<file path="src/rtl/rf_wb_arbiter.sv">
// Round-robin writeback arbiter for the register_file write port, with a busy scoreboard for decode hazard checks.
// Optional macro RF_WB_BYPASS_EN: early scoreboard clear at the handshake plus write-stage forwarding ports.
module rf_wb_arbiter #(
    parameter int                    WIDTH         = 32,
    parameter int                    ADDR_SPACE    = 5,
    parameter int                    REG_AMOUNT    = 32,
    parameter int                    NUM_REQ       = 3,
    parameter logic [ADDR_SPACE-1:0] ZERO_REGISTER = '0
) (
    input  logic                        clk,
    input  logic                        rst,
    input  logic [NUM_REQ-1:0]          req_valid,
    input  logic [NUM_REQ*ADDR_SPACE-1:0] req_addr,
    input  logic [NUM_REQ*WIDTH-1:0]    req_data,
    output logic [NUM_REQ-1:0]          req_ready,
    output logic                        wr_en,
    output logic [ADDR_SPACE-1:0]       wr_addr,
    output logic [WIDTH-1:0]            wr_data,
    input  logic                        issue_valid,
    input  logic [ADDR_SPACE-1:0]       issue_addr,
    input  logic [ADDR_SPACE-1:0]       chk1_addr,
    input  logic [ADDR_SPACE-1:0]       chk2_addr,
`ifdef RF_WB_BYPASS_EN
    output logic                        fwd1_hit,
    output logic                        fwd2_hit,
    output logic [WIDTH-1:0]            fwd1_data,
    output logic [WIDTH-1:0]            fwd2_data,
`endif
    output logic                        chk1_busy,
    output logic                        chk2_busy
);

    localparam int PTR_W = (NUM_REQ > 1) ? $clog2(NUM_REQ) : 1;

    logic [PTR_W-1:0]      rr_ptr;
    logic [PTR_W-1:0]      winner;
    logic                  found;
    logic [NUM_REQ-1:0]    grant;
    logic                  xfer;
    logic [ADDR_SPACE-1:0] sel_addr;
    logic [WIDTH-1:0]      sel_data;
    logic                  sel_nonzero;
    logic [REG_AMOUNT-1:0] busy;
    logic [REG_AMOUNT-1:0] busy_nxt;
    logic                  clr_en;
    logic [ADDR_SPACE-1:0] clr_addr;

    // Arbitration: first valid requester at or after rr_ptr, wrapping
    always_comb begin
        int idx;
        idx    = 0;
        found  = 1'b0;
        winner = '0;
        for (int k = 0; k < NUM_REQ; k++) begin
            idx = (int'(rr_ptr) + k) % NUM_REQ;
            if (!found && req_valid[idx]) begin
                found  = 1'b1;
                winner = PTR_W'(idx);
            end
        end
    end

    always_comb begin
        grant = '0;
        if (found)
            grant[winner] = 1'b1;
    end

    // No grant is visible while reset is held
    assign req_ready   = rst ? grant : '0;
    assign xfer        = rst & found;
    assign sel_addr    = req_addr[winner*ADDR_SPACE +: ADDR_SPACE];
    assign sel_data    = req_data[winner*WIDTH +: WIDTH];
    assign sel_nonzero = (sel_addr != ZERO_REGISTER);

    always_ff @(posedge clk or negedge rst) begin
        if (!rst)
            rr_ptr <= '0;
        else if (xfer)
            rr_ptr <= (int'(winner) == NUM_REQ - 1) ? '0 : winner + 1'b1;
    end

    // Write stage: one cycle after the handshake, register_file commits on the next edge
    always_ff @(posedge clk or negedge rst) begin
        if (!rst) begin
            wr_en   <= 1'b0;
            wr_addr <= '0;
            wr_data <= '0;
        end else if (xfer) begin
            wr_en   <= sel_nonzero;
            wr_addr <= sel_addr;
            wr_data <= sel_data;
        end else begin
            wr_en   <= 1'b0;
        end
    end

    // Scoreboard: clear first so a same-edge issue of the same register wins
    always_comb begin
`ifdef RF_WB_BYPASS_EN
        clr_en   = xfer & sel_nonzero;
        clr_addr = sel_addr;
`else
        clr_en   = wr_en;
        clr_addr = wr_addr;
`endif
        busy_nxt = busy;
        if (clr_en)
            busy_nxt[clr_addr] = 1'b0;
        if (issue_valid && issue_addr != ZERO_REGISTER)
            busy_nxt[issue_addr] = 1'b1;
    end

    always_ff @(posedge clk or negedge rst) begin
        if (!rst)
            busy <= '0;
        else
            busy <= busy_nxt;
    end

    assign chk1_busy = busy[chk1_addr] & (chk1_addr != ZERO_REGISTER);
    assign chk2_busy = busy[chk2_addr] & (chk2_addr != ZERO_REGISTER);

`ifdef RF_WB_BYPASS_EN
    assign fwd1_hit  = wr_en & (wr_addr == chk1_addr) & (chk1_addr != ZERO_REGISTER);
    assign fwd2_hit  = wr_en & (wr_addr == chk2_addr) & (chk2_addr != ZERO_REGISTER);
    assign fwd1_data = wr_data;
    assign fwd2_data = wr_data;
`endif

endmodule

</file>
<file path="config.mk">
export PLATFORM = sky130hd
export DESIGN_NAME = rf_wb_arbiter
export DESIGN_NICKNAME = d
export VERILOG_FILES = /design/src/rtl/rf_wb_arbiter.sv
export SDC_FILE = /design/constraint.sdc
export NUM_CORES = 1
export LEC_CHECK = 0
export BUFFER_PORTS_ARGS = -buffer_cell sky130_fd_sc_hd__buf_2
export CAP_MARGIN = 20
export CORE_MARGIN = 4
export CORE_UTILIZATION = 25
export DETAILED_ROUTE_END_ITERATION = 10
export PLACE_DENSITY_LB_ADDON = 0.15
export SLEW_MARGIN = 20
export SYNTH_ARGS = -nofsm -noshare
export SYNTH_HDL_FRONTEND = slang
export SYNTH_SLANG_ARGS = --single-unit
</file>
<file path="constraint.sdc">
create_clock -name clk -period 3.2 [get_ports clk]
set_input_delay 0.64 -clock clk [delete_from_list [all_inputs] [get_ports clk]]
set_output_delay 0.64 -clock clk [all_outputs]
set_load 0.03 [all_outputs]
</file>
# ---- Word level (Yosys, flattened, before mapping)
# Cells that the tools add are included.
dict set report word_totals {
  ff_bits 72
  latchBits 0
  ram_bits 0
  rom_bits 0
  in_bits 132
  wordCells 75
  n_memories 0
}
dict set report op_classes {
  add_sub_neg 3
  n_mul 1
  div_mod_pow 3
  magnitude_cmp 11
  n_eq_ne 1
  shifts 2
  muxes 31
  bitwise 6
  n_reduce_logical 12
}
# cell n
set ops {}
lappend ops {{less-than comparator 32 x 4 -> 1 bit, second input constant} 3}
lappend ops {{variable part select 96 x 8 -> 32 bit} 1}
lappend ops {{modulo 32 x 3 -> 32 bit, second input constant} 2}
lappend ops {{two-way mux 32 bit} 2}
lappend ops {{bitwise AND 32 bit} 1}
lappend ops {{modulo 3 x 3 -> 32 bit, second input constant} 1}
lappend ops {{inverter 32 bit} 1}
lappend ops {{OR 32 bit} 1}
lappend ops {{less-than comparator 5 x 6 -> 1 bit, second input constant} 4}
lappend ops {{nonzero test 5 bit} 4}
lappend ops {{two-way mux 1 bit} 15}
lappend ops {{variable part select 15 x 6 -> 5 bit} 1}
lappend ops {{binary-select mux 1 bit (select 5 bit)} 2}
lappend ops {{demux 1 bit (select 5 bit)} 2}
lappend ops {{>= comparator 5 x 1 -> 1 bit, second input constant} 2}
lappend ops {{two-way mux 2 bit} 4}
lappend ops {{binary-select mux 1 bit (select 2 bit)} 3}
lappend ops {{logical AND 1 bit} 6}
lappend ops {{two-way mux 3 bit} 2}
lappend ops {{multiplier 2 x 3 -> 5 bit, second input constant} 1}
lappend ops {{adder 2 x 1 -> 3 bit, second input constant} 1}
lappend ops {{adder 2 x 2 -> 3 bit, second input constant} 1}
lappend ops {{bitwise AND 1 bit} 3}
lappend ops {{less-than comparator 2 x 3 -> 1 bit, second input constant} 1}
lappend ops {{other kinds (5)} 6}

# ---- Logic depth before layout (Yosys ltp)
# Gate-level depths: netlist (run 1).
dict set report logic_depth {
  depth_word 17
  mapped_depth 12
}

# ---- Least setup slack after synthesis (run 1)
# No wires, ideal clock.
dict set report synth_path {
  path_type {input -> output}
  start {in chk1_addr[1]}
  end {out chk1_busy}
  t_arrival_ns 2.189
  required_time_ns 2.560
  path_slack_ns 0.371
  path_stages 6
  path_buffers 1
  cell_sequence {clkbuf_1 > mux2_2 > nand2_1 > o21ai_0 > mux4_2 > mux2_2}
}
dict set report synth_between {
  elab_chain_cells 3
  word_cells_on_any_way 4
  classes_between {mux (2); bitwise (1); reduce/logical (1)}
}
# element line
set synth_rtl {}
lappend synth_rtl {{from (decl)} 21} ;# input logic [ADDR_SPACE-1:0] chk1_addr,
lappend synth_rtl {{binary-select mux 1 bit (select 5 bit)} 121} ;# assign chk1_busy = busy[chk1_addr] & (chk1_addr != ZERO_REGISTER);
lappend synth_rtl {{two-way mux 1 bit (not written as such)} 121}
lappend synth_rtl {{bitwise AND 1 bit *} 121}
lappend synth_rtl {{to (decl)} 29} ;# output logic chk1_busy,
# Mark *: on every way between the ends. The rest lies on a longest branch, timed or not. The select of a mux whose other input is x is not followed.

# ---- Worst setup path after layout (run 1)
dict set report layout_path {
  start {reg rr_ptr[0]}
  end {out req_ready[0]}
}
dict set report layout_between {
  elab_chain_cells 17
  word_cells_on_any_way 31
  classes_between {add/sub (2); div (3); order compare (2); mux (19); reduce/logical (5)}
}
# element line
set layout_rtl {}
lappend layout_rtl {{from (decl)} 35} ;# logic [PTR_W-1:0] rr_ptr;
lappend layout_rtl {{from (signal assigned)} 80} ;# rr_ptr <= (int'(winner) == NUM_REQ - 1) ? '0 : winner + 1'b1;
lappend layout_rtl {{branches (longest 15 deep; another with modulo 32 x 3 -> 32 bit)} -}
lappend layout_rtl {{two-way mux 3 bit *} 65} ;# if (found)
lappend layout_rtl {{two-way mux 3 bit *} 70} ;# assign req_ready = rst ? grant : '0;
lappend layout_rtl {{to (decl)} 15} ;# output logic [NUM_REQ-1:0] req_ready,
# Every way passes the cells marked *. The select of a mux whose other input is x is not followed.

==> flow_metrics.py, run 1 <==
metrics = {
    "status": {
        "status": "complete, no violations",
    },
    "clock_tree": {
        "cts.path.max_buffers": 2,
        "cts-htree-levels": 3,
        "cts_hold_buf": 0,
        "numCtsBuffers": 9,
        "cts_setup_buffers": 0,
        "cts-root-buf": "clkbuf_16",
        "worstSkewPairLatency_ns": 0.34,
        "cts_tree": "built",
        "path_clk_slew_ns": 0.05,
        "cts.sinks": 71,
    },
    "detailed_routing": {
        "drtIter0Drc": 181,
        "via_per_inst": 4.77,
        "drc": 0,
        "drt.antenna.violating_nets": 0,
        "routed-via-count": 3999,
        "routed_wl_um": 13600,
        "dr.pass1.iters": 4,
        "routedWlPerCell_um": 16.2,
    },
    "global_routing": {
        "grt_start_max_net_pins": 79,
        "grt.total_usage": 0.140,
        "overflow": 0,
        "antenna_found_initial": 0,
        "grt_pass1_vias": 4094,
        "grt_pass1_wl_um": 21800,
    },
    "timing": {
        "max_slew_margin": 0.438,
        "fin_crit_sh": 0.950,
        "hold_violations": 0,
        "worstMarginPinSlew_ns": 0.843,
        "fin_skew_ns": 0.00388,
        "clock.fmax_ghz": 0.329,
        "min_period_ns": 3.04,
        "rsz0062_at_grt": "false",
        "fin_tns_setup_ns": 0,
        "setup_viol": 0,
        "report.final.slew_viol_count": 0,
    },
    "yosys": {
        "ys_seq_area_frac": 0.411,
        "synth_top_area_cell": "dfrtp_1",
        "postSynthCellCount": 456,
        "synth_edf_count": 0,
        "ys_ff_latch": 71,
        "synth_top_area_frac": 0.411,
        "synth_cell_types": 43,
        "yosys-top-cells-area": "dfrtp_1, mux2i_1, mux4_2",
        "syn_area_um2": 4320,
        "async_flop_share": 1.00,
        "avgSynthCellArea_um2": 9.47,
        "yosysWarnings": 0,
        "ys.flop_type": "dfrtp_1",
        "synth.net_count": 592,
    },
    "floorplan": {
        "die_area_um2": 19400,
        "io_pins": 175,
        "core-area_um2": 16800,
        "die_h_um": 139,
        "rows": 47,
        "initial_utilization": 0.258,
        "die_x_um": 139,
    },
    "critical_path": {
        "crit_required_ns": 2.56,
        "critPathCaptureType": "output pin",
        "crit_arrival_ns": 2.40,
        "cp_max_fo": 9,
        "cp-start-kind": "flop",
        "path_class": "flop to output pin",
    },
    "final_layout": {
        "mostFrequentLayoutCell": "buf_2",
        "final_cells": 838,
        "num_antenna_cells": 0,
        "syn2layout_area_growth_pct": 30.6,
        "finish.instance_area_um2": 5640,
        "mostFrequentLayoutCells": "buf_2, nand2_1, o21ai_1, dfrtp_1, o21ai_0",
        "nets": 752,
        "drive_gt1_frac": 0.367,
    },
    "pwr": {
        "leakagePower_uw": 0.00265,
        "powerDensity_nw_per_um2": 1050,
        "ir_drop_mv": 0.458,
    },
    "run": {
        "max_cap_violations": 0,
    },
    "placed_design": {
        "globalplace.congestion": 0.801,
        "dp.cells": 825,
        "io_buffers": 174,
        "dp_hpwl_um": 10600,
        "postPlaceCellArea_um2": 5360,
    },
    "min_path": {
        "worst_hold_path_type": "input port to async pin",
    },
}
timing repair:
action / in CTS / in global routing
setup endpoints to repair: 2 / 2
resized for setup: 1 / 6
pin swaps: 0 / 0
per-layer routing:
layer / part of all wire / global-route usage / up-vias
li1: - / - / 1976
met1: 0.43 / 0.176 / 1855
met2: 0.46 / 0.220 / 145
met3: 0.086 / 0.0487 / 23
met4: 0.023 / 0.0587 / 0
met5: 0 / 0 / -
synthesized netlist by cell type (all sizes together) (2+ instances only):
cell type and count:
o21ai 139, nand2 86, dfrtp 71, mux2i 41
mux4 18, buf 16, clkbuf 13, nand3b 10
nor2 9, nand3 5, ha 4, mux2 4
or3b 4, inv 3, nor2b 3, nor3 3
nor4 3, a21oi 2, a221oi 2, and2 2
and3b 2, o22ai 2, or3 2
critical path, stage by stage (launching register included):
cell	delay (ns)
dfrtp_1	0.43
inv_1	0.10
ha_2	0.40
and3b_1	0.19
a211o_1	0.38
mux2i_4	0.20
and2_1	0.15
buf_2	0.20
cells by family (layout without fill, tap and decap cells):
kind of cell / after synthesis / in the layout / synth area share
AO/OA/AOI/OAI: 153 / 153 / 0.188
adder cells (fa/ha/maj): 4 / 4 / 0.0116
buffers and inverters: 32 / 194 / 0.0463
flip-flops: 71 / 71 / 0.411
multiplexers: 63 / 63 / 0.199
AND/OR/NAND/NOR: 133 / 133 / 0.143
area by class of cell:
| class | instances | area [µm²] |
|---|---|---|
| Fill cell | 1781 | 11100 |
| Multi-Input combinational cell | 353 | 2390 |
| Sequential cell | 71 | 1780 |
| Timing Repair Buffer | 178 | 931 |
| Tap cell | 220 | 275 |
| Clock buffer | 11 | 243 |
| Inverter | 3 | 11.3 |
| Clock inverter | 2 | 10.0 |
registers in the layout (all words and copies together) (netlist names):
| register | count |
|---|---|
| wr_data | 32 |
| busy | 31 |
| wr_addr | 5 |
| rr_ptr | 2 |
| wr_en | 1 |
path summary, 6_finish.rpt:
path | startpoint | endpoint | slack, ns | depth (start not counted)
setup / recovery | rr_ptr[0] | req_ready[0] | 0.16 | 7
hold / removal | rst | busy[20] | 0.12 | 1
setup reg to reg | rr_ptr[0] | wr_data[6] | 0.43 | 10
hold reg to reg | wr_data[23] | wr_data[23] | 0.48 | 2
max in group asynchronous | rst | wr_data[10] | 2.04 | 2
min in group clk | wr_data[23] | wr_data[23] | 0.48 | 2
power breakdown:
| group | internal, µW | switching [µW] |
|---|---|---|
| Clock | 530 | 364 |
| Combinational | 1270 | 2040 |
| Sequential | 1340 | 370 |
| Total | 3130 | 2770 |
per-stage QoR:
stage	total power [µW]	setup WS, ns	hold slack (ns)	utilization
global placement	4990	0.216	0.465	0.320
CTS	5970	0.0568	0.103	0.335
floorplan	4160	0.371	0.344	-
detailed placement	5050	0.196	0.473	0.320
global route	6400	0.0133	0.117	0.337
finish	5910	0.161	0.116	0.337
(Power assumes the default switching activity.)
==> inputs of run 2 (changes only) <==
ABC_AREA = 1   (was unset)
==> flow_metrics.py, run 2 <==
metrics = {
    "yosys": {
        "yosysWarnings": 0,
        "synth_edf_count": 0,
        "ys_top_cells_by_count": "o21ai_0, nand2_1, dfrtp_1",
        "synth_top_area_frac": 0.412,
        "ys.flop_type": "dfrtp_1",
        "yosys-top-cells-area": "dfrtp_1, o21ai_0, nand2_1",
        "postSynthCellCount": 569,
        "ys_ff_latch": 72,
        "avgSynthCellArea_um2": 7.69,
        "synth_top_area_cell": "dfrtp_1",
        "syn_area_um2": 4380,
        "ys_seq_area_frac": 0.412,
        "yosysMostFrequentCell": "o21ai_0",
        "async_flop_share": 1.00,
        "synth_cell_types": 38,
        "synth.net_count": 705,
    },
    "final_layout": {
        "reg_top3": "busy: 32 flops, wr_data: 32 flops, wr_addr: 5 flops",
        "mostFrequentLayoutCell": "buf_2",
        "drive_gt1_frac": 0.319,
        "num_antenna_cells": 0,
        "mostFrequentLayoutCells": "buf_2, o21ai_0, nand2_1",
        "nets": 868,
        "final_cells": 959,
        "finish.instance_area_um2": 5660,
        "syn2layout_area_growth_pct": 29.3,
    },
    "floorplan": {
        "die_x_um": 140,
        "core-area_um2": 17200,
        "rows": 48,
        "initial_utilization": 0.254,
        "io_pins": 175,
        "die_area_um2": 19700,
        "die_h_um": 140,
    },
    "status": {
        "status": "complete, no violations",
    },
    "critical_path": {
        "rrSetupSlack_ns": 0.51,
        "cpMaxStageDelayCell": "ha_1",
        "r2r_end": "wr_en",
        "cp-start-kind": "flop",
        "cp_num_cells": 13,
        "crit_required_ns": 2.56,
        "crit_arrival_ns": 2.32,
        "endpoint": "req_ready[0]",
        "max_stage_delay_ns": 0.40,
        "reg2reg_depth": 17,
        "cp_max_fo": 7,
        "critPathCaptureType": "output pin",
        "r2r-start": "rr_ptr[0]",
        "critPathTopFamily": "simple AND/OR/NAND/NOR gates",
        "crit_chain": "inv_1 > ha_1 > inv_2 > nand2_1 > nand3_1 > nand2_2 > nand2_2 > clkinv_1 > nand3_1 > nand2_4 > inv_2 > nor2_1 > buf_2",
        "critPathBufInv": 5,
        "crit_start": "rr_ptr[0]",
        "path_class": "flop to output pin",
    },
    "timing": {
        "report.final.slew_viol_count": 0,
        "whs_ns": 0.0985,
        "worstMarginPinSlew_ns": 0.911,
        "clock.fmax_ghz": 0.338,
        "min_period_ns": 2.96,
        "fin_tns_setup_ns": 0,
        "fin_skew_ns": 0.00644,
        "rsz0062_at_grt": "false",
        "hold_violations": 0,
        "setup_viol": 0,
        "max_slew_margin": 0.393,
        "fin_crit_sh": 0.925,
    },
    "global_routing": {
        "antenna_found_initial": 0,
        "grt.total_usage": 0.154,
        "grt_pass1_wl_um": 24500,
        "overflow": 0,
        "grt_start_max_net_pins": 71,
        "grt_pass1_vias": 4712,
    },
    "min_path": {
        "worst_hold_path_type": "input port to async pin",
    },
    "clock_tree": {
        "cts.path.max_buffers": 2,
        "cts-root-buf": "clkbuf_16",
        "cts_tree": "built",
        "cts-htree-levels": 3,
        "worstSkewPairLatency_ns": 0.33,
        "cts.sinks": 72,
        "cts_hold_buf": 0,
        "numCtsBuffers": 9,
        "path_clk_slew_ns": 0.06,
    },
    "placed_design": {
        "dp_hpwl_um": 11700,
        "globalplace.congestion": 0.853,
        "dp.cells": 944,
        "postPlaceCellArea_um2": 5360,
        "io_buffers": 174,
    },
    "detailed_routing": {
        "drc": 0,
        "via_per_inst": 4.88,
        "routedWlPerCell_um": 16.0,
        "drtIter0Drc": 245,
        "routed-via-count": 4684,
        "routed_wl_um": 15400,
        "drt.antenna.violating_nets": 0,
        "dr.pass1.iters": 5,
    },
    "run": {
        "max_cap_violations": 0,
    },
    "pwr": {
        "switching_power_uw": 3450,
        "p_comb_frac": 0.591,
        "powerDensity_nw_per_um2": 1170,
        "pwr-share-seq": 0.259,
        "ir_drop_mv": 0.876,
        "leakagePower_uw": 0.00261,
        "switching_share": 0.522,
        "clock_power_share": 0.150,
        "p_int_uw": 3150,
    },
}
==> run 2: cell families (layout without fill, tap and decap cells) <==
logic type                 after synthesis  after routing  share of synthesized area
DFF                                     72             72                      0.412
adders and majority gates                4              4                     0.0114
buffers and inverters                   73            238                     0.0852
AOI/OAI and AO/OA                      206            206                      0.265
and+or+nand+nor                        214            214                      0.226
==> run 2: how the worst min path moves through the flow <==
stage / end / startpoint / cells after the start / slack, ns
after floorplan: busy[0] / rst / 0 / 0.34
after global placement: rr_ptr[1] / rst / 1 / 0.45
after detailed placement: rr_ptr[1] / rst / 1 / 0.45
after CTS: rr_ptr[1] / rst / 1 / 0.09
after global routing: rr_ptr[1] / rst / 1 / 0.09
final: rr_ptr[1] / rst / 1 / 0.1
==> run 2: final cells by class <==
type	count	area, µm²
Clock buffer	10	239
Clock inverter	3	45.0
Fill cell	1852	11600
Inverter	46	180
Multi-Input combinational cell	424	2200
Sequential cell	72	1800
Tap cell	225	282
Timing Repair Buffer	179	908
==> run 2: layer usage <==
metal	wire length, µm	vias up	track usage
li1	-	2298	-
met5	0	-	0
met3	981	17	0.0417
met1	6800	2221	0.201
met4	288	0	0.0454
met2	7320	148	0.252
==> run 2: power by group through the flow <==
stage / Sequential, µW / Combinational (µW) / Clock, µW
finish: 1710 / 3900 / 991
global route: 1770 / 4360 / 1060
CTS: 1710 / 3910 / 1020
detailed placement: 1720 / 3910 / 0
global placement: 1710 / 3860 / 0
floorplan: 2100 / 2750 / 0
==> run 2: repair_timing <==
| item | CTS | global route |
|---|---|---|
| buffers inserted | 0 | 2 |
| setup endpoints to repair | 0 | 1 |
| gates resized for setup | 0 | 1 |
==> run 2: per-stage QoR <==
step                      setup WS [ns]  utilization  total power [µW]
after floorplan                   0.478            -              4850
after global placement            0.527        0.311              5570
after detailed placement          0.399        0.311              5620
after CTS                         0.156        0.327              6630
after global routing             0.0157        0.328              7180
final                             0.240        0.328              6600
==> inputs of run 3 (changes only) <==
CTS_BUF_LIST = sky130_fd_sc_hd__clkbuf_8   (was unset)
==> flow_metrics.py, run 3 (same netlist as run 2, synthesis figures left out) <==
metrics = {
    "detailed_routing": {
        "drtIter0Drc": 226,
        "routedWlPerCell_um": 16.0,
        "routed_wl_um": 15400,
        "drt.antenna.violating_nets": 0,
        "dr.pass1.iters": 5,
        "drc": 0,
        "via_per_inst": 4.86,
        "routed-via-count": 4664,
    },
    "final_layout": {
        "multiInputGateArea_um2": 2210,
        "num_antenna_cells": 0,
        "reg_top3": "busy: 32 flops, wr_data: 32 flops, wr_addr: 5 flops",
        "final_cells": 959,
        "utilization": 0.323,
        "fillers": 1858,
        "drive_gt1_frac": 0.320,
        "mostFrequentLayoutCells": "buf_2, o21ai_0, nand2_1",
        "regArea_um2": 1800,
        "nets": 868,
        "syn2layout_area_growth_pct": 27.4,
        "mostFrequentLayoutCell": "buf_2",
    },
    "critical_path": {
        "max_stage_delay_ns": 0.39,
        "cpMaxStageDelayCell": "ha_2",
        "crit_arrival_ns": 2.32,
        "path_class": "flop to output pin",
        "critPathCaptureType": "output pin",
        "crit_chain": "inv_1 > ha_2 > inv_2 > nand2_1 > nand3_1 > nand2_2 > nand2_2 > clkinv_1 > nand3_1 > nand2_4 > inv_2 > nor2_1 > buf_2",
        "rrSetupSlack_ns": 0.49,
        "r2r_end": "wr_en",
        "critPathTopFamily": "simple AND/OR/NAND/NOR gates",
        "critPathBufInv": 5,
        "cp_max_fo": 7,
        "r2r-start": "rr_ptr[0]",
        "reg2reg_depth": 18,
        "cp-start-kind": "flop",
        "crit_required_ns": 2.56,
    },
    "timing": {
        "min_period_ns": 2.96,
        "rsz0062_at_grt": "false",
        "max_slew_margin": 0.397,
        "worstMarginPinSlew_ns": 0.905,
        "whs_ns": 0.0706,
        "hold_violations": 0,
        "report.final.slew_viol_count": 0,
        "setup_viol": 0,
        "fin_tns_setup_ns": 0,
        "fin_crit_sh": 0.924,
        "fin_skew_ns": 0.00996,
        "clock.fmax_ghz": 0.338,
    },
    "floorplan": {
        "initial_utilization": 0.254,
        "die_h_um": 140,
        "io_pins": 175,
        "rows": 48,
        "die_x_um": 140,
        "core-area_um2": 17200,
        "die_area_um2": 19700,
    },
    "placed_design": {
        "dp.cells": 944,
        "io_buffers": 174,
        "globalplace.congestion": 0.853,
        "dp_hpwl_um": 11700,
    },
    "clock_tree": {
        "path_clk_slew_ns": 0.08,
        "cts.sinks": 72,
        "numCtsBuffers": 9,
        "cts_tree": "built",
        "cts-root-buf": "clkbuf_8",
        "worstSkewPairLatency_ns": 0.36,
        "cts.path.max_buffers": 2,
        "cts-htree-levels": 3,
        "cts_hold_buf": 0,
    },
    "global_routing": {
        "antenna_found_initial": 0,
        "gr-usage-met1": 0.202,
        "grt.total_usage": 0.154,
        "overflow": 0,
        "grt_pass1_wl_um": 24500,
        "busiest_layer": "met2",
        "grt_pass1_vias": 4718,
        "grt_start_max_net_pins": 71,
        "gr-usage-met2": 0.249,
        "grtUsageMet3": 0.0417,
    },
    "pwr": {
        "ir_drop_mv": 0.829,
        "p_int_uw": 2940,
        "total_power_uw": 6360,
        "clock_power_share": 0.113,
        "pwr-share-seq": 0.268,
        "p_comb_frac": 0.619,
        "switching_share": 0.538,
        "leakagePower_uw": 0.00257,
        "powerDensity_nw_per_um2": 1140,
        "switching_power_uw": 3420,
    },
    "status": {
        "status": "complete, no violations",
    },
    "min_path": {
        "worst_hold_path_type": "input port to async pin",
    },
    "run": {
        "max_cap_violations": 0,
    },
}
-- run 3: cell types whose count changed in the layout (fill, tap and decap cells not counted) --
cell	before	now
clkbuf_16	9	0
clkbuf_8	1	10
buf_12	0	1
buf_4	5	4
ha_1	3	2
ha_2	1	2
-- run 3: how the worst max path moves through the flow --
stage               slack, ns      endpoint  depth (start not counted)         start
floorplan                0.48     chk1_busy                          8  chk1_addr[0]
finish                   0.24  req_ready[0]                         13     rr_ptr[0]
global placement         0.53         wr_en                         17     rr_ptr[0]
global route             0.02  req_ready[0]                         13     rr_ptr[0]
CTS                      0.11  req_ready[0]                         12     rr_ptr[0]
detailed placement       0.40         wr_en                         17     rr_ptr[0]
-- run 3: area by class of cell --
| cell class | count | area share |
|---|---|---|
| clock buffers | 10 | 0.0247 |
| clock inverters | 3 | 0.00808 |
| inverters | 46 | 0.0323 |
| multi-input cells | 424 | 0.396 |
| flip-flops and latches | 72 | 0.323 |
| well taps | 225 | 0.0505 |
| repair buffers | 179 | 0.165 |
-- run 3: metrics by stage --
stage / cell area, µm² / setup slack, ns
final: 5570 / 0.244
after global placement: 5360 / 0.527
after CTS: 5540 / 0.115
after floorplan: 4380 / 0.478
after global routing: 5570 / 0.0224
after detailed placement: 5360 / 0.399
-- run 3: routing by layer --
metal | up-vias | routed length, µm | part of all wire
met5 | - | 0 | 0
met4 | 0 | 289 | 0.019
met3 | 18 | 1020 | 0.066
met2 | 164 | 7280 | 0.47
met1 | 2186 | 6760 | 0.44
li1 | 2296 | - | -
-- run 3: power groups by stage --
stage          Clock (µW)  Sequential [µW]  Combinational [µW]
6_report              716             1700                3940
5_1_grt               783             1760                4400
4_1_cts               741             1700                3910
3_5_place_dp            0             1720                3910
3_3_place_gp            0             1710                3860
2_1_floorplan           0             2100                2750
-- run 3: timing repair --
action / 4_1_cts / 5_1_grt
gates resized for setup: 0 / 2
setup endpoints to repair: 0 / 1
setup buffers: 0 / 2
